===== config.mk =====
export PLATFORM = sky130hd
export DESIGN_NAME = wbus_xfer_sched
export DESIGN_NICKNAME = d
export VERILOG_FILES = /design/src/rtl/wbus_sched_pkg.sv /design/src/rtl/wbus_rr_arb.sv /design/src/rtl/wbus_xfer_sched.sv
export SDC_FILE = /design/constraint.sdc
export NUM_CORES = 1
export LEC_CHECK = 0
export ABC_AREA = 1
export CORE_MARGIN = 2
export CORE_UTILIZATION = 40
export CTS_BUF_LIST = sky130_fd_sc_hd__clkbuf_4
export DETAILED_ROUTE_END_ITERATION = 6
export PLACE_DENSITY_LB_ADDON = 0.08
export SETUP_SLACK_MARGIN = 0.1
export SLEW_MARGIN = 15
export SYNTH_ARGS = -nofsm -noshare
export SYNTH_HDL_FRONTEND = slang
export SYNTH_SLANG_ARGS = --single-unit

===== constraint.sdc =====
create_clock -name SIM_CLK -period 2.3 [get_ports SIM_CLK]
set_input_delay 0.345 -clock SIM_CLK [delete_from_list [all_inputs] [get_ports SIM_CLK]]
set_output_delay 0.345 -clock SIM_CLK [all_outputs]
set_load 0.02 [all_outputs]

===== src/rtl/wbus_sched_pkg.sv =====
// Shared types and constants for the write-bus transfer sequencer.
// Holds the sequencer state encoding and the phase-length helper.
package wbus_sched_pkg;

   typedef enum logic [2:0] {
      IDLE = 3'd0,
      CLR  = 3'd1,
      RD   = 3'd2,
      WR   = 3'd3,
      DONE = 3'd4
   } state_t;

   localparam logic STROBE_OFF = 1'b1;

   // Last phase-counter value; HOLD_CYC is clamped to 1..15.
   function automatic logic [3:0] phase_last(input int hold);
      if (hold <= 1) return 4'd0;
      if (hold >= 15) return 4'd14;
      return 4'(hold - 1);
   endfunction

endpackage


===== src/rtl/wbus_rr_arb.sv =====
// Combinational round-robin picker: first set req bit at or after ptr,
// wrapping around; one-hot grant plus valid flag.
module wbus_rr_arb #(
   parameter int NREQ = 3,
   parameter int PW   = 2
) (
   input  logic [NREQ-1:0] req,
   input  logic [PW-1:0]   ptr,
   output logic [NREQ-1:0] gnt,
   output logic            vld
);

   int j;

   always_comb begin
      gnt = '0;
      vld = 1'b0;
      j   = 0;
      for (int k = 0; k < NREQ; k++) begin
         j = int'(ptr) + k;
         if (j >= NREQ) j = j - NREQ;
         if (!vld && req[j]) begin
            gnt[j] = 1'b1;
            vld    = 1'b1;
         end
      end
   end

endmodule


===== src/rtl/wbus_xfer_sched.sv =====
// Write-bus transfer sequencer: round-robin grant, then CLR/RD/WR/DONE
// phases driving active-low strobes and latched register selects.
module wbus_xfer_sched
   import wbus_sched_pkg::*;
#(
   parameter int NREQ     = 3,
   parameter int SRC_W    = 4,
   parameter int DST_W    = 4,
   parameter int HOLD_CYC = 1
) (
   input  logic                  SIM_CLK,
   input  logic                  SIM_RST,
   input  logic [NREQ-1:0]       req,
   input  logic [NREQ*SRC_W-1:0] src,
   input  logic [NREQ*DST_W-1:0] dst,
   input  logic [NREQ-1:0]       clr_en,
   input  logic                  INHIBIT,
   output logic [NREQ-1:0]       gnt,
   output logic [NREQ-1:0]       done,
   output logic                  CT_n,
   output logic                  RT_n,
   output logic                  WT_n,
   output logic [SRC_W-1:0]      RSEL,
   output logic [DST_W-1:0]      WSEL,
   output logic                  busy
);

   localparam int PW = (NREQ > 1) ? $clog2(NREQ) : 1;
   localparam logic [3:0] PH_LAST = phase_last(HOLD_CYC);

   state_t            state_q, state_d;
   logic [3:0]        cnt_q, cnt_d;
   logic [PW-1:0]     ptr_q, gidx, ptr_nx;
   logic [SRC_W-1:0]  src_q, src_d, src_pick;
   logic [DST_W-1:0]  dst_q, dst_d, dst_pick;
   logic              clr_pick;
   logic [NREQ-1:0]   arb_gnt, gnt_d;
   logic              arb_vld, take, ph_end;
   logic              rd_ph, wr_ph;

   wbus_rr_arb #(.NREQ(NREQ), .PW(PW)) u_arb (
      .req (req),
      .ptr (ptr_q),
      .gnt (arb_gnt),
      .vld (arb_vld)
   );

   always_comb begin
      gidx     = '0;
      src_pick = '0;
      dst_pick = '0;
      clr_pick = 1'b0;
      for (int i = 0; i < NREQ; i++) begin
         if (arb_gnt[i]) begin
            gidx     = PW'(i);
            src_pick = src[i*SRC_W +: SRC_W];
            dst_pick = dst[i*DST_W +: DST_W];
            clr_pick = clr_en[i];
         end
      end
   end

   assign ptr_nx = (gidx == PW'(NREQ - 1)) ? '0 : gidx + PW'(1);
   assign take   = (state_q == IDLE) && !INHIBIT && arb_vld;
   assign ph_end = (cnt_q == PH_LAST);

   always_comb begin
      state_d = state_q;
      cnt_d   = '0;
      unique case (state_q)
         IDLE: if (take) state_d = clr_pick ? CLR : RD;
         CLR:  if (ph_end) state_d = RD;   else cnt_d = cnt_q + 4'd1;
         RD:   if (ph_end) state_d = WR;   else cnt_d = cnt_q + 4'd1;
         WR:   if (ph_end) state_d = DONE; else cnt_d = cnt_q + 4'd1;
         DONE: state_d = IDLE;
         default: state_d = IDLE;
      endcase
   end

   // Outputs are registered from the next state so they line up with it.
   assign src_d = take ? src_pick : src_q;
   assign dst_d = take ? dst_pick : dst_q;
   assign gnt_d = take ? arb_gnt : gnt;
   assign rd_ph = (state_d == RD) || (state_d == WR);
   assign wr_ph = (state_d == CLR) || (state_d == WR);

   always_ff @(posedge SIM_CLK) begin
      if (SIM_RST) begin
         state_q <= IDLE;
         cnt_q   <= '0;
         ptr_q   <= '0;
         src_q   <= '0;
         dst_q   <= '0;
         gnt     <= '0;
         done    <= '0;
         CT_n    <= STROBE_OFF;
         RT_n    <= STROBE_OFF;
         WT_n    <= STROBE_OFF;
         RSEL    <= '0;
         WSEL    <= '0;
         busy    <= 1'b0;
      end else begin
         state_q <= state_d;
         cnt_q   <= cnt_d;
         if (take) ptr_q <= ptr_nx;
         src_q   <= src_d;
         dst_q   <= dst_d;
         gnt     <= (state_d == IDLE) ? '0 : gnt_d;
         done    <= (state_d == DONE) ? gnt_d : '0;
         CT_n    <= (state_d != CLR);
         RT_n    <= !rd_ph;
         WT_n    <= (state_d != WR);
         RSEL    <= rd_ph ? src_d : '0;
         WSEL    <= wr_ph ? dst_d : '0;
         busy    <= (state_d != IDLE);
      end
   end

endmodule


# ---- Yosys cells after proc, flatten, opt, wreduce, memory -nomap -nowiden
# Cells that the tools add are included.
dict set report classes {
  n_addsub 7
  order_cmp 9
  n_eq_ne 10
  muxes 45
  bitwise 6
  reduce_logical 23
}
# op count
set ops {}
lappend ops {{$ge 32x1->1 const B} 3}
lappend ops {{$lt 32x4->1 const B} 3}
lappend ops {{$mux 32} 3}
lappend ops {{$ge 32x3->1 const B} 2}
lappend ops {{$sub 32x3->32 const B} 2}
lappend ops {{$mux 4} 8}
lappend ops {{$mux 3} 8}
lappend ops {{$mux 1} 16}
lappend ops {{$eq 3x2->1 const B} 4}
lappend ops {{$pmux 3 s4} 1}
lappend ops {{$reduce_or 2->1} 4}
lappend ops {{$logic_and 1x1->1} 7}
lappend ops {{$bmux 1 s2} 3}
lappend ops {{$demux 1 s2} 3}
lappend ops {{$eq 3x1->1 const B} 2}
lappend ops {{$logic_not 3->1} 2}
lappend ops {{$mux 2} 3}
lappend ops {{$or 3x3->3} 2}
lappend ops {{$reduce_or 3->1} 2}
lappend ops {{$add 4x1->4 const B} 1}
lappend ops {{$logic_not 1->1} 4}
lappend ops {{$logic_not 4->1} 1}
lappend ops {{$not 1->1} 4}
lappend ops {{$add 2x1->3 const B} 1}
lappend ops {{10 further kinds} 11}
dict set report word_totals {
  regBits 35
  inputBits 33
  output_inout_bits 18
}

# ---- Depth between registers and ports, before layout
# Gate-level depths: netlist of the first run.
dict set report depth {
  ltp_word 22
  depth_mapped 17
  mapped_depth_nobuf 17
}

# ---- Cells and area by module
# From an unflattened synthesis of the first run, not the netlist that was laid out.
dict set report unflattened {
  cells_unflattened 241
  hier_area_um2 1750.4
}
# mod instances cells_each area_each_um2
set modules_own_cells {}
lappend modules_own_cells {wbus_xfer_sched 1 191 1473.9}
lappend modules_own_cells {wbus_rr_arb 1 50 276.5}

# ---- Worst setup path after synthesis of the first run
# No wires, ideal clock.
dict set report synth_path {
  path_type {reg-to-reg}
  start {register ptr_q[0]}
  end {register gnt[0]}
  arrival_time_ns 1.975
  required_time_ns 2.177
  path_slack_ns 0.202
  path_stages_with_launch 17
  path_buffers 0
  path_cell_list {dfxtp_1 -> inv_1 -> ha_1 -> inv_1 -> nand2_1 -> nand2_1 -> nand3_4 -> nand4_1 -> nand3_4 -> inv_4 -> nand3_2 -> nand2_1 -> nand2_2 -> nand2_2 -> nand2_2 -> nand2_4 -> a21oi_2}
}
dict set report synth_via {
  elab_chain_cells 20
}
# item line_no
set synth_rtl {}
lappend synth_rtl {{start, declared} wbus_xfer_sched.sv:33} ;# logic [PW-1:0] ptr_q, gidx, ptr_nx;
lappend synth_rtl {{start signal, assigned} wbus_xfer_sched.sv:105} ;# if (take) ptr_q <= ptr_nx;
lappend synth_rtl {{parallel branches: the longest is 20 deep, another holds $sub 32x3->32} n/a}
lappend synth_rtl {{end signal, assigned} wbus_xfer_sched.sv:108} ;# gnt <= (state_d == IDLE) ? '0 : gnt_d;
lappend synth_rtl {{end, declared} wbus_xfer_sched.sv:18} ;# output logic [NREQ-1:0] gnt,
# Parallel ways; which one is timed is not known. The select of a mux whose other input is x is not followed.
# A chain may end at the register's enable or synchronous reset.

# ---- Worst setup path in the final report of the first run
dict set report layout_path {
  start {register ptr_q[0]}
  end {register gnt[1]}
}
# The elaborated chain is that of the path after synthesis.

==> results of run 1 <==
synth_stat cells:
cell type   n
dfxtp_1    35
nand2_1    31
nor2_1     28
inv_1      23
nand3_1    22
nand2_2     9
o221ai_1    8
a21oi_1     7
ha_1        6
nand4_1     4
nor3_1      4
a21oi_2     3
inv_4       2
nand3_2     2
nand3_4     2
a2111oi_2   1
a311oi_1    1
clkbuf_1    1
inv_2       1
mux2i_1     1
nand2_4     1
nor2_4      1
nor4_1      1
o211ai_1    1
o21bai_1    1
o21bai_4    1
xnor2_1     1
layout by cell type (no fill, tap or decap), types with 2 or more instances in the layout:
cell,n
dfxtp_1,33
ha_2,2
a21oi_1,4
nand2_2,8
buf_4,10
clkbuf_4,5
ha_1,3
nand3_2,4
nand2_4,3
nand3_1,19
nor2_4,2
nor2_1,26
a21oi_2,6
inv_2,4
nand2_1,30
inv_1,20
inv_4,2
clkdlybuf4s50_1,50
nor3_1,4
o221ai_1,7
nand4_1,4
nand3_4,3
layout make-up:
cell class                 count  share of cell area, %
tap                           50                   2.57
sequential                    35                   28.9
clock inverter                 3                   1.80
clock buffer                   5                   1.54
timing repair buffer          61                   24.1
multi-input combinational    137                   36.9
inverter                      26                   4.21
kinds of logic after synthesis:
| logic type | share of synthesized area, % |
|---|---|
| simple gates | 32.2 |
| fa+ha+maj | 4.67 |
| compound gates | 11.8 |
| xor+xnor | 0.545 |
| flops | 43.6 |
| mux | 0.623 |
| buf+inv | 6.62 |
metal layers:
layer  track usage [%]  share of wire [%]  vias up  wire [um]
met5                 0                  0        -          0
met2              29.5                 49       40       1850
met3              4.83                4.9        2        187
li1                  -                  -      796          -
met4              6.12               0.66        0         25
met1              22.5                 46      699       1720
metrics by stage:
stage / total power [W] / util, % / std cells / area (sq um) / setup TNS, ns
4_1_cts: 0.00307 / 59.5 / 315 / 2350 / 0
6_report: 0.00321 / 61.9 / 317 / 2440 / 0
2_1_floorplan: 0.00196 / - / 198 / 1610 / 0
5_1_grt: 0.00345 / 61.9 / 317 / 2440 / 0
3_3_place_gp: 0.00258 / 56.8 / 307 / 2240 / 0
3_5_place_dp: 0.00258 / 56.8 / 307 / 2240 / -0.0163
power by group through the flow:
stage	Clock [W]	Combinational, W	Sequential, W
floorplan	0	0.000980	0.000977
global placement	0	0.00172	0.000856
detailed placement	0	0.00172	0.000859
CTS	0.000455	0.00177	0.000848
global route	0.000478	0.00210	0.000872
finish	0.000442	0.00192	0.000851
state kept, by name, indices dropped and copies added, names as in the netlist:
register / cells
RSEL: 4
WSEL: 4
cnt_q: 4
dst_q: 4
src_q: 4
done: 3
gnt: 3
state_q: 3
ptr_q: 2
CT_n: 1
RT_n: 1
WT_n: 1
busy: 1
timing repair:
action,in CTS,in global routing
resized for setup,4,21
buffers inserted,0,1
pin swaps,0,4
cloned,0,1
endpoints found under the setup margin,24,30
endpoints found under the hold margin,0,0
worst min-delay path by stage:
stage,from,end,slack [ns],cells after the start
after floorplan,cnt_q[0]$_SDFF_PP0_,cnt_q[0]$_SDFF_PP0_,0.43,1
final,cnt_q[0]$_SDFF_PP0_,cnt_q[0]$_SDFF_PP0_,0.47,1
after global routing,cnt_q[3]$_SDFF_PP0_,cnt_q[3]$_SDFF_PP0_,0.50,2
after detailed placement,cnt_q[0]$_SDFF_PP0_,cnt_q[0]$_SDFF_PP0_,0.46,1
after CTS,cnt_q[0]$_SDFF_PP0_,cnt_q[0]$_SDFF_PP0_,0.48,1
after global placement,cnt_q[0]$_SDFF_PP0_,cnt_q[0]$_SDFF_PP0_,0.44,1
==> impl_metrics.ini, run 1 <==
[layout]
drive_gt1_share_pct = 22.8
multi_input_area_sq_um = 900
regArea_sq_um = 706
syn_to_final_growth_pct = 51.8
diodes = 0
final_nets = 305
fillerInstances = 355

[clock_network]
postCtsHoldBufs = 0
cts_max_level = 2
clkTransAtPathRegs_ns = 0.11
cts_tree = done
numCtsBuffers = 5
clock_tree.root_cell = clkbuf_4
numClockSinks = 35
clock_path_buffers = 2
clk-insertion-delay-late_ns = 0.33

[timing]
finalHoldViolCount = 0
fin_skew_ns = 0.00951
rsz0062_at_grt = false
slew_headroom_pct = 60.3
hold_slack_ns = 0.471
worst_pin_slew_ns = 0.591
setup-violations-final = 0
finalWorstSetupSlack_ns = 0.241
finalCritPeriodShare_pct = 89.5
final.min_clock_period_ns = 2.06
fmax_ghz = 0.486
maxSlewViolCount = 0

[floorplan]
fp.dieH_um = 67.4
dieWidth_um = 67.4
fp-row-count = 23
dieArea_sq_um = 4540
start_util_pct = 40.7
pin_count = 51
core_sq_um = 3940

[setup_path]
worst_setup_path_end_kind = flop
rr_endpoint = gnt[1]$_SDFF_PP0_
worstPathBufferInverterCount = 2
crit_path_frequent_cell = nand2_1
regToRegStartpoint = ptr_q[0]$_SDFFE_PP0P_
startpoint_type = flop
cp-endpoint = gnt[1]$_SDFF_PP0_
crit_chain = buf_4 -> ha_2 -> inv_2 -> nand3_2 -> nand2_1 -> nand2_1 -> nand4_1 -> nand3_4 -> a21oi_2 -> nand2_1 -> nand2_2 -> nand2_2 -> nand2_4 -> nand2_8 -> a21oi_2
reg2regPathDepth = 15
crit_family = simple AND/OR/NAND/NOR gates
cp.required_ns = 2.57
rrSetupSlack_ns = 0.24
cp.arrival_ns = 2.33
startpoint = ptr_q[0]$_SDFFE_PP0P_
slowest_stage = dfxtp_2
max_stage_delay_ns = 0.34
worstSetupPathType = flop to flop
crit_cells = 15
crit_fanout = 5

[power_and_ir_drop]
power_frac_comb_pct = 59.7
power_density_nw_per_um2 = 1320
p_leak_nw = 1.02
power.switching_w = 0.00139
internal_power_w = 0.00182
swShare_pct = 43.4
clockPowerShare_pct = 13.8
ir_drop_mv = 0.551
pwr-share-seq_pct = 26.5

[synth]
synth_cells = 198
synth_seq_cells = 35
yosysUniqueCellTypes = 27
synth.avg_cell_area_sq_um = 8.11
synthTopCellsByArea = dfxtp_1 (44%), nand2_1 (7.2%), nand3_1 (6.9%)
synth_top_area_share_pct = 43.6
yosys_warnings = 0
post-synth-top-area-cell = dfxtp_1
post_synth_instance_area_sq_um = 1610
synth_seq_area_share_pct = 43.6
synth_nets = 237

[global_route]
grt_pass1_wl_um = 6010
antenna_found_initial = 0
first_global_vias = 1365
grt_max_degree = 13
grt-ovfl-total = 0
grt.total_usage_pct = 17.9

[detailed_routing]
drc_errors = 0
drt-total-wl_um = 3790
antenna_left = 0
dr.pass1.iters = 4
vias = 1537
wl_per_cell_um = 11.9
via_per_inst = 4.85
drt_iter0_drc = 93

[worst_hold_path]
hold_class = flop to flop

[placed_design]
pre_cts_ws_ns = -0.00729
io_buffers = 50
dp_hpwl_um = 2840
routabilityCongestion = 0.805

[outcome]
outcome = finished, final reports clean

[run]
maxCapViolCount = 0
Power figures use the tool's default switching activity.
==> inputs of run 2 (changes only) <==
SKIP_LAST_GASP = 1   (was default)
==> results of run 2 <==
The final DEF is identical to that of run 1; final timing and power are the same.
